`config.mk`:
```
export PLATFORM = sky130hd
export DESIGN_NAME = aes_req_arbiter_flat
export DESIGN_NICKNAME = d
export VERILOG_FILES = /design/src/rtl/aes_req_arbiter_if.sv /design/src/rtl/aes_req_arbiter.sv /design/src/flat_wrapper.sv
export SDC_FILE = /design/constraint.sdc
export NUM_CORES = 1
export LEC_CHECK = 0
export ABC_AREA = 0
export CAP_MARGIN = 20
export CORE_AREA = 2 2 605 607
export DETAILED_ROUTE_END_ITERATION = 8
export DIE_AREA = 0 0 607 609
export MAX_ROUTING_LAYER = met4
export PLACE_DENSITY_LB_ADDON = 0.1
export SKIP_LAST_GASP = 1
export SYNTH_ARGS = -nofsm -noshare
export SYNTH_HDL_FRONTEND = slang
export SYNTH_SLANG_ARGS = --single-unit
export TNS_END_PERCENT = 5
```
`constraint.sdc`:
```
create_clock -name clk -period 3.9 [get_ports clk]
set_clock_uncertainty 0.1 [all_clocks]
set_input_delay 0.78 -clock clk [delete_from_list [all_inputs] [get_ports clk]]
set_output_delay 0.78 -clock clk [all_outputs]
set_load 0.01 [all_outputs]
```
`src/rtl/aes_req_arbiter_if.sv`:
```
// Requester, response and engine-side signal bundle for aes_req_arbiter.
// slave = arbiter view, master = requester fabric / engine view.
interface aes_req_arbiter_if #(
  parameter int unsigned NREQ = 4,
  parameter int unsigned IDW  = $clog2(NREQ)
);
  logic [NREQ-1:0]     req_valid;
  logic [NREQ-1:0]     req_ready;
  logic [NREQ*128-1:0] req_data;
  logic [NREQ*128-1:0] req_key;
  logic                resp_valid;
  logic                resp_ready;
  logic [127:0]        resp_data;
  logic [IDW-1:0]      resp_id;
  logic                resp_err;
  logic                busy;
  logic                eng_start;
  logic [127:0]        eng_in;
  logic [127:0]        eng_key;
  logic [127:0]        eng_out;
  logic                eng_done;

  modport slave (
    input  req_valid, req_data, req_key, resp_ready, eng_out, eng_done,
    output req_ready, resp_valid, resp_data, resp_id, resp_err, busy,
           eng_start, eng_in, eng_key
  );

  modport master (
    output req_valid, req_data, req_key, resp_ready, eng_out, eng_done,
    input  req_ready, resp_valid, resp_data, resp_id, resp_err, busy,
           eng_start, eng_in, eng_key
  );
endinterface

```
`src/rtl/aes_req_arbiter.sv`:
```
// Round-robin arbiter sharing one iterative AES-128 engine between NREQ requesters,
// with registered engine operands, response handshake and a run watchdog.
module aes_req_arbiter #(
  parameter int unsigned NREQ    = 4,
  parameter int unsigned NR      = 10,
  parameter int unsigned TIMEOUT = NR + 4,
  parameter int unsigned IDW     = $clog2(NREQ)
) (
  input  logic              clk,
  input  logic              rst_n,
  aes_req_arbiter_if.slave  bus
);
  localparam int unsigned WDW = (TIMEOUT > 1) ? $clog2(TIMEOUT) : 1;

  typedef enum logic [1:0] {
    IDLE = 2'd0,
    RUN  = 2'd1,
    RESP = 2'd2
  } state_e;

  state_e         state_q, state_d;
  logic [IDW-1:0] last_q, last_d;
  logic [IDW-1:0] id_q, id_d;
  logic [127:0]   in_q, in_d;
  logic [127:0]   key_q, key_d;
  logic [127:0]   data_q, data_d;
  logic           err_q, err_d;
  logic [WDW-1:0] wd_q, wd_d;

  logic           hi_vld, lo_vld, grant_vld;
  logic [IDW-1:0] hi_idx, lo_idx, grant_idx;
  logic [127:0]   sel_data, sel_key;

  // Round-robin search: first pass above last, second pass wraps to 0..last.
  always_comb begin
    hi_vld   = 1'b0;
    hi_idx   = '0;
    lo_vld   = 1'b0;
    lo_idx   = '0;
    sel_data = '0;
    sel_key  = '0;
    for (int unsigned i = 0; i < NREQ; i++) begin
      if (!hi_vld && (i > 32'(last_q)) && bus.req_valid[i]) begin
        hi_vld = 1'b1;
        hi_idx = IDW'(i);
      end
    end
    for (int unsigned i = 0; i < NREQ; i++) begin
      if (!lo_vld && (i <= 32'(last_q)) && bus.req_valid[i]) begin
        lo_vld = 1'b1;
        lo_idx = IDW'(i);
      end
    end
    grant_vld = hi_vld || lo_vld;
    grant_idx = hi_vld ? hi_idx : lo_idx;
    for (int unsigned i = 0; i < NREQ; i++) begin
      if (IDW'(i) == grant_idx) begin
        sel_data = bus.req_data[i*128 +: 128];
        sel_key  = bus.req_key[i*128 +: 128];
      end
    end
  end

  always_comb begin
    state_d       = state_q;
    last_d        = last_q;
    id_d          = id_q;
    in_d          = in_q;
    key_d         = key_q;
    data_d        = data_q;
    err_d         = err_q;
    wd_d          = wd_q;
    bus.req_ready = '0;
    bus.eng_start = 1'b0;

    case (state_q)
      IDLE: begin
        if (grant_vld) begin
          for (int unsigned i = 0; i < NREQ; i++) begin
            bus.req_ready[i] = (IDW'(i) == grant_idx);
          end
          in_d    = sel_data;
          key_d   = sel_key;
          id_d    = grant_idx;
          last_d  = grant_idx;
          wd_d    = '0;
          state_d = RUN;
        end
      end
      RUN: begin
        // Dropping start with done keeps the engine from relaunching.
        bus.eng_start = !bus.eng_done;
        wd_d          = wd_q + 1'b1;
        if (bus.eng_done) begin
          data_d  = bus.eng_out;
          err_d   = 1'b0;
          state_d = RESP;
        end else if (wd_q == WDW'(TIMEOUT - 1)) begin
          data_d  = '0;
          err_d   = 1'b1;
          state_d = RESP;
        end
      end
      RESP: begin
        if (bus.resp_ready) begin
          state_d = IDLE;
        end
      end
      default: state_d = IDLE;
    endcase
  end

  always_ff @(posedge clk or negedge rst_n) begin
    if (!rst_n) begin
      state_q <= IDLE;
      last_q  <= IDW'(NREQ - 1);
      id_q    <= '0;
      in_q    <= '0;
      key_q   <= '0;
      data_q  <= '0;
      err_q   <= 1'b0;
      wd_q    <= '0;
    end else begin
      state_q <= state_d;
      last_q  <= last_d;
      id_q    <= id_d;
      in_q    <= in_d;
      key_q   <= key_d;
      data_q  <= data_d;
      err_q   <= err_d;
      wd_q    <= wd_d;
    end
  end

  assign bus.resp_valid = (state_q == RESP);
  assign bus.busy       = (state_q != IDLE);
  assign bus.resp_data  = data_q;
  assign bus.resp_id    = id_q;
  assign bus.resp_err   = err_q;
  assign bus.eng_in     = in_q;
  assign bus.eng_key    = key_q;

endmodule

```
`src/flat_wrapper.sv`:
```
// flat-port wrapper written by rule: the top's interface ports become plain ports
module aes_req_arbiter_flat 
#(
  parameter int unsigned NREQ    = 4,
  parameter int unsigned NR      = 10,
  parameter int unsigned TIMEOUT = NR + 4,
  parameter int unsigned IDW     = $clog2(NREQ)
)
  (clk, rst_n, bus_req_valid, bus_req_data, bus_req_key, bus_resp_ready, bus_eng_out, bus_eng_done, bus_req_ready, bus_resp_valid, bus_resp_data, bus_resp_id, bus_resp_err, bus_busy, bus_eng_start, bus_eng_in, bus_eng_key);
  aes_req_arbiter_if #(.NREQ(NREQ), .IDW(IDW)) bus_i ();
  input  logic clk;
  input  logic rst_n;
  input wire logic [$bits(bus_i.req_valid)-1:0] bus_req_valid;
  input wire logic [$bits(bus_i.req_data)-1:0] bus_req_data;
  input wire logic [$bits(bus_i.req_key)-1:0] bus_req_key;
  input wire logic [$bits(bus_i.resp_ready)-1:0] bus_resp_ready;
  input wire logic [$bits(bus_i.eng_out)-1:0] bus_eng_out;
  input wire logic [$bits(bus_i.eng_done)-1:0] bus_eng_done;
  output wire logic [$bits(bus_i.req_ready)-1:0] bus_req_ready;
  output wire logic [$bits(bus_i.resp_valid)-1:0] bus_resp_valid;
  output wire logic [$bits(bus_i.resp_data)-1:0] bus_resp_data;
  output wire logic [$bits(bus_i.resp_id)-1:0] bus_resp_id;
  output wire logic [$bits(bus_i.resp_err)-1:0] bus_resp_err;
  output wire logic [$bits(bus_i.busy)-1:0] bus_busy;
  output wire logic [$bits(bus_i.eng_start)-1:0] bus_eng_start;
  output wire logic [$bits(bus_i.eng_in)-1:0] bus_eng_in;
  output wire logic [$bits(bus_i.eng_key)-1:0] bus_eng_key;
  assign bus_i.req_valid = bus_req_valid;
  assign bus_i.req_data = bus_req_data;
  assign bus_i.req_key = bus_req_key;
  assign bus_i.resp_ready = bus_resp_ready;
  assign bus_i.eng_out = bus_eng_out;
  assign bus_i.eng_done = bus_eng_done;
  assign bus_req_ready = bus_i.req_ready;
  assign bus_resp_valid = bus_i.resp_valid;
  assign bus_resp_data = bus_i.resp_data;
  assign bus_resp_id = bus_i.resp_id;
  assign bus_resp_err = bus_i.resp_err;
  assign bus_busy = bus_i.busy;
  assign bus_eng_start = bus_i.eng_start;
  assign bus_eng_in = bus_i.eng_in;
  assign bus_eng_key = bus_i.eng_key;
  aes_req_arbiter #(.NREQ(NREQ), .NR(NR), .TIMEOUT(TIMEOUT), .IDW(IDW)) u_core (.clk(clk), .rst_n(rst_n), .bus(bus_i));
endmodule
```
==> flow_summary.toml <==
[synth]
syn_nets = 2937
ys_types = 38
async_reset_ff_frac = 1.000
ys.flop_type = "dfrtp_1"
ys_warn_count = 0
syn-cell-area_um2 = 21980
synth_edf_count = 0
ys_seq_area_frac = 0.4498
yosysTopAreaCell = "dfrtp_1"
synth_top_area_share = 0.4474
ys_ff_latch = 395
syn_inst = 1775
synthTopCellsByArea = "dfrtp_1 45%, mux2i_1 17%, mux2_2 7.3%"
avgSynthCellArea_um2 = 12.38

[placed_design]
detailed_place_hpwl_um = 187100
pre_cts_ws_ns = -0.004682
portBuffers = 1553
gp_congestion = 0.7845

[power]
power_density_nw_per_um2 = 715.8
peakVddDrop_mv = 0.4339
total_leakage_power_nw = 17.16

[floorplanning]
die_w_um = 607
die_area_um2 = 369700
initial_utilization = 0.06041
rows = 222
die_h_um = 609
core_area_um2 = 363900
ioPinCount = 1554

[clocking]
clk_latency_ns = 0.78
cts_made_buffers = 75
h-tree-depth = 3
cts_tree = "yes"
clockBufferDepth = 4
cts_root_buffer = "clkbuf_16"
clock_sinks = 395
path_clk_slew_ns = 0.05

[setup_path]
arrival_ns = 2.88
ff2ff_path_depth = 7
r2r_slack_ns = 0.96
worst_ep_required_time_ns = 3.02
cp-start-kind = "primary input"
r2r-start = "u_core.last_q[1]$_DFFE_PN1P_"
end_kind = "primary output"
startpoint = "bus_req_valid[1]"
rr_endpoint = "u_core.bus.eng_key[47]$_DFFE_PN0P_"
cp_max_fo = 3
crit_path_end = "bus_req_ready[3]"
crit_type = "primary input to primary output"

[grt]
antenna_found_initial = 147
grt_pass1_vias = 24640
grt_pass1_wl_um = 280700
grt_max_degree = 81
track_usage = 0.1198
grt_overflow = 0

[detailed_routing]
drt_iter0_markers = 895
postRouteAntennaNets = 0
via_count = 22700
post_drt_via_cell_ratio = 2.745
drc = 0
dr.pass1.iters = 5
wire_per_inst_um = 27.08
drt_wl_total_um = 223900

[timing]
worst_slew_pin_slew_ns = 0.9929
finalWorstSetupSlack_ns = 0.1417
relSlewSlack = 0.3381
slew_violations = 0
hold_ws_ns = 0.3825
post-route-period-util = 0.9637
period_needed_ns = 3.758
setup_viol = 0
hold_viol = 0
rsz0062_at_grt = "no"
max_freq_mhz = 266.1

[layout]
drive_above_1_share = 0.1663
nNetsFinal = 4502
final_cell_mix = "1551 x clkdlybuf4s50_1, 393 x dfrtp_1, 371 x mux2i_1"
areaGrowthSynthToFinish_pct = 110.8
layout_commonest_cell = "clkdlybuf4s50_1"

[run_status]
status = "finished, final reports clean"

[job]
cap_violations = 0

[min_path]
min_path_type = "flip-flop to flip-flop"
how the worst min path moves through the flow:
stage | slack (ns) | depth (start not counted) | from | to
floorplan | 0.36 | 1 | u_core.wd_q[2]$_DFFE_PN0P_ | u_core.wd_q[2]$_DFFE_PN0P_
global placement | 0.37 | 2 | u_core.bus.eng_in[110]$_DFFE_PN0P_ | u_core.bus.eng_in[110]$_DFFE_PN0P_
detailed placement | 0.37 | 2 | u_core.bus.eng_key[15]$_DFFE_PN0P_ | u_core.bus.eng_key[15]$_DFFE_PN0P_
CTS | 0.39 | 2 | u_core.bus.resp_id[1]$_DFFE_PN0P_ | u_core.bus.resp_id[1]$_DFFE_PN0P_
global route | 0.40 | 2 | u_core.bus.eng_key[15]$_DFFE_PN0P_ | u_core.bus.eng_key[15]$_DFFE_PN0P_
finish | 0.38 | 2 | u_core.bus.eng_key[25]$_DFFE_PN0P_ | u_core.bus.eng_key[25]$_DFFE_PN0P_
critical path, stage by stage:
cell and delay [ns]:
clkdlybuf4s50_1 0.59, inv_1 0.11, o21ai_0 0.35, a21oi_1 0.18
buf_4 0.17, nor2_1 0.14, clkdlybuf4s50_1 0.56
state kept, by name (all words and copies together), names as in the netlist:
signal and flops:
u_core.bus.eng_in 128, u_core.bus.eng_key 128, u_core.bus.resp_data 128, u_core.bus.resp_err 1, u_core.bus.resp_id 2, u_core.last_q 2
u_core.state_q 2, u_core.wd_q 4
report_power, final:
part | internal (mW) | switching [mW] | leakage [nW]
sequential | 6.16 | 1.49 | 4.69
clock | 4.01 | 2.70 | 1.15
combinational | 8.97 | 9.84 | 11.3
cell type report:
class,instances,area (um^2)
Tap cell,4816,6026
Timing Repair Buffer,1658,16800
Antenna cell,68,170.2
Clock inverter,12,146.4
Inverter,4,15.01
Sequential cell,395,9887
Clock buffer,111,2202
Fill cell,41210,317500
Multi-Input combinational cell,1206,11090
cells in the mapped netlist (all sizes together) (2+ instances only):
master  count
dfrtp     393
mux2i     371
a21oi     144
o22ai     143
mux2      142
a22o      129
nand2     122
buf       121
o221ai    114
clkbuf     49
nor2        8
o21ai       7
inv         4
nand2b      4
a21o        2
a31oi       2
dfstp       2
ha          2
nand3       2
nor2b       2
nor3        2
o21a        2
kinds of logic after synthesis:
family                     after synthesis  synth area share
buffers and inverters                  174           0.04912
xor gates and xnor gates                 1         0.0003985
muxes                                  513            0.2417
DFF                                    395            0.4498
AOI/OAI and AO/OA                      546            0.2316
and+or+nand+nor                        144           0.02624
adders and majority gates                2          0.001138
routing by layer:
| metal | wire (um) | part of all wire | track usage | up-vias |
|---|---|---|---|---|
| li1 | - | - | - | 10140 |
| met1 | 80920 | 0.36 | 0.1195 | 11400 |
| met2 | 124300 | 0.56 | 0.2305 | 894 |
| met3 | 14530 | 0.065 | 0.03423 | 263 |
| met4 | 4150 | 0.019 | 0.01975 | 0 |
| met5 | 0 | 0 | - | - |
through the flow:
step	util	total power, mW	setup TNS, ns	std cells	cell area (um^2)
2_1_floorplan	-	16.27	0	1775	21980
3_5_place_dp	0.1204	27.18	-0.004682	8076	43800
3_3_place_gp	0.1203	27.18	-0.4712	8075	43790
4_1_cts	0.1269	34.36	0	8200	46160
5_1_grt	0.1273	35.20	0	8266	46340
6_report	0.1274	33.18	0	8270	46350
timing repair:
action | in CTS | in global routing
setup buffers | 0 | 2
hold endpoints to repair | 15 | 0
resized for setup | 0 | 0
hold buffers | 1 | 0
setup endpoints to repair | 0 | 1
No activity file was read; power rests on OpenSTA's default activity.
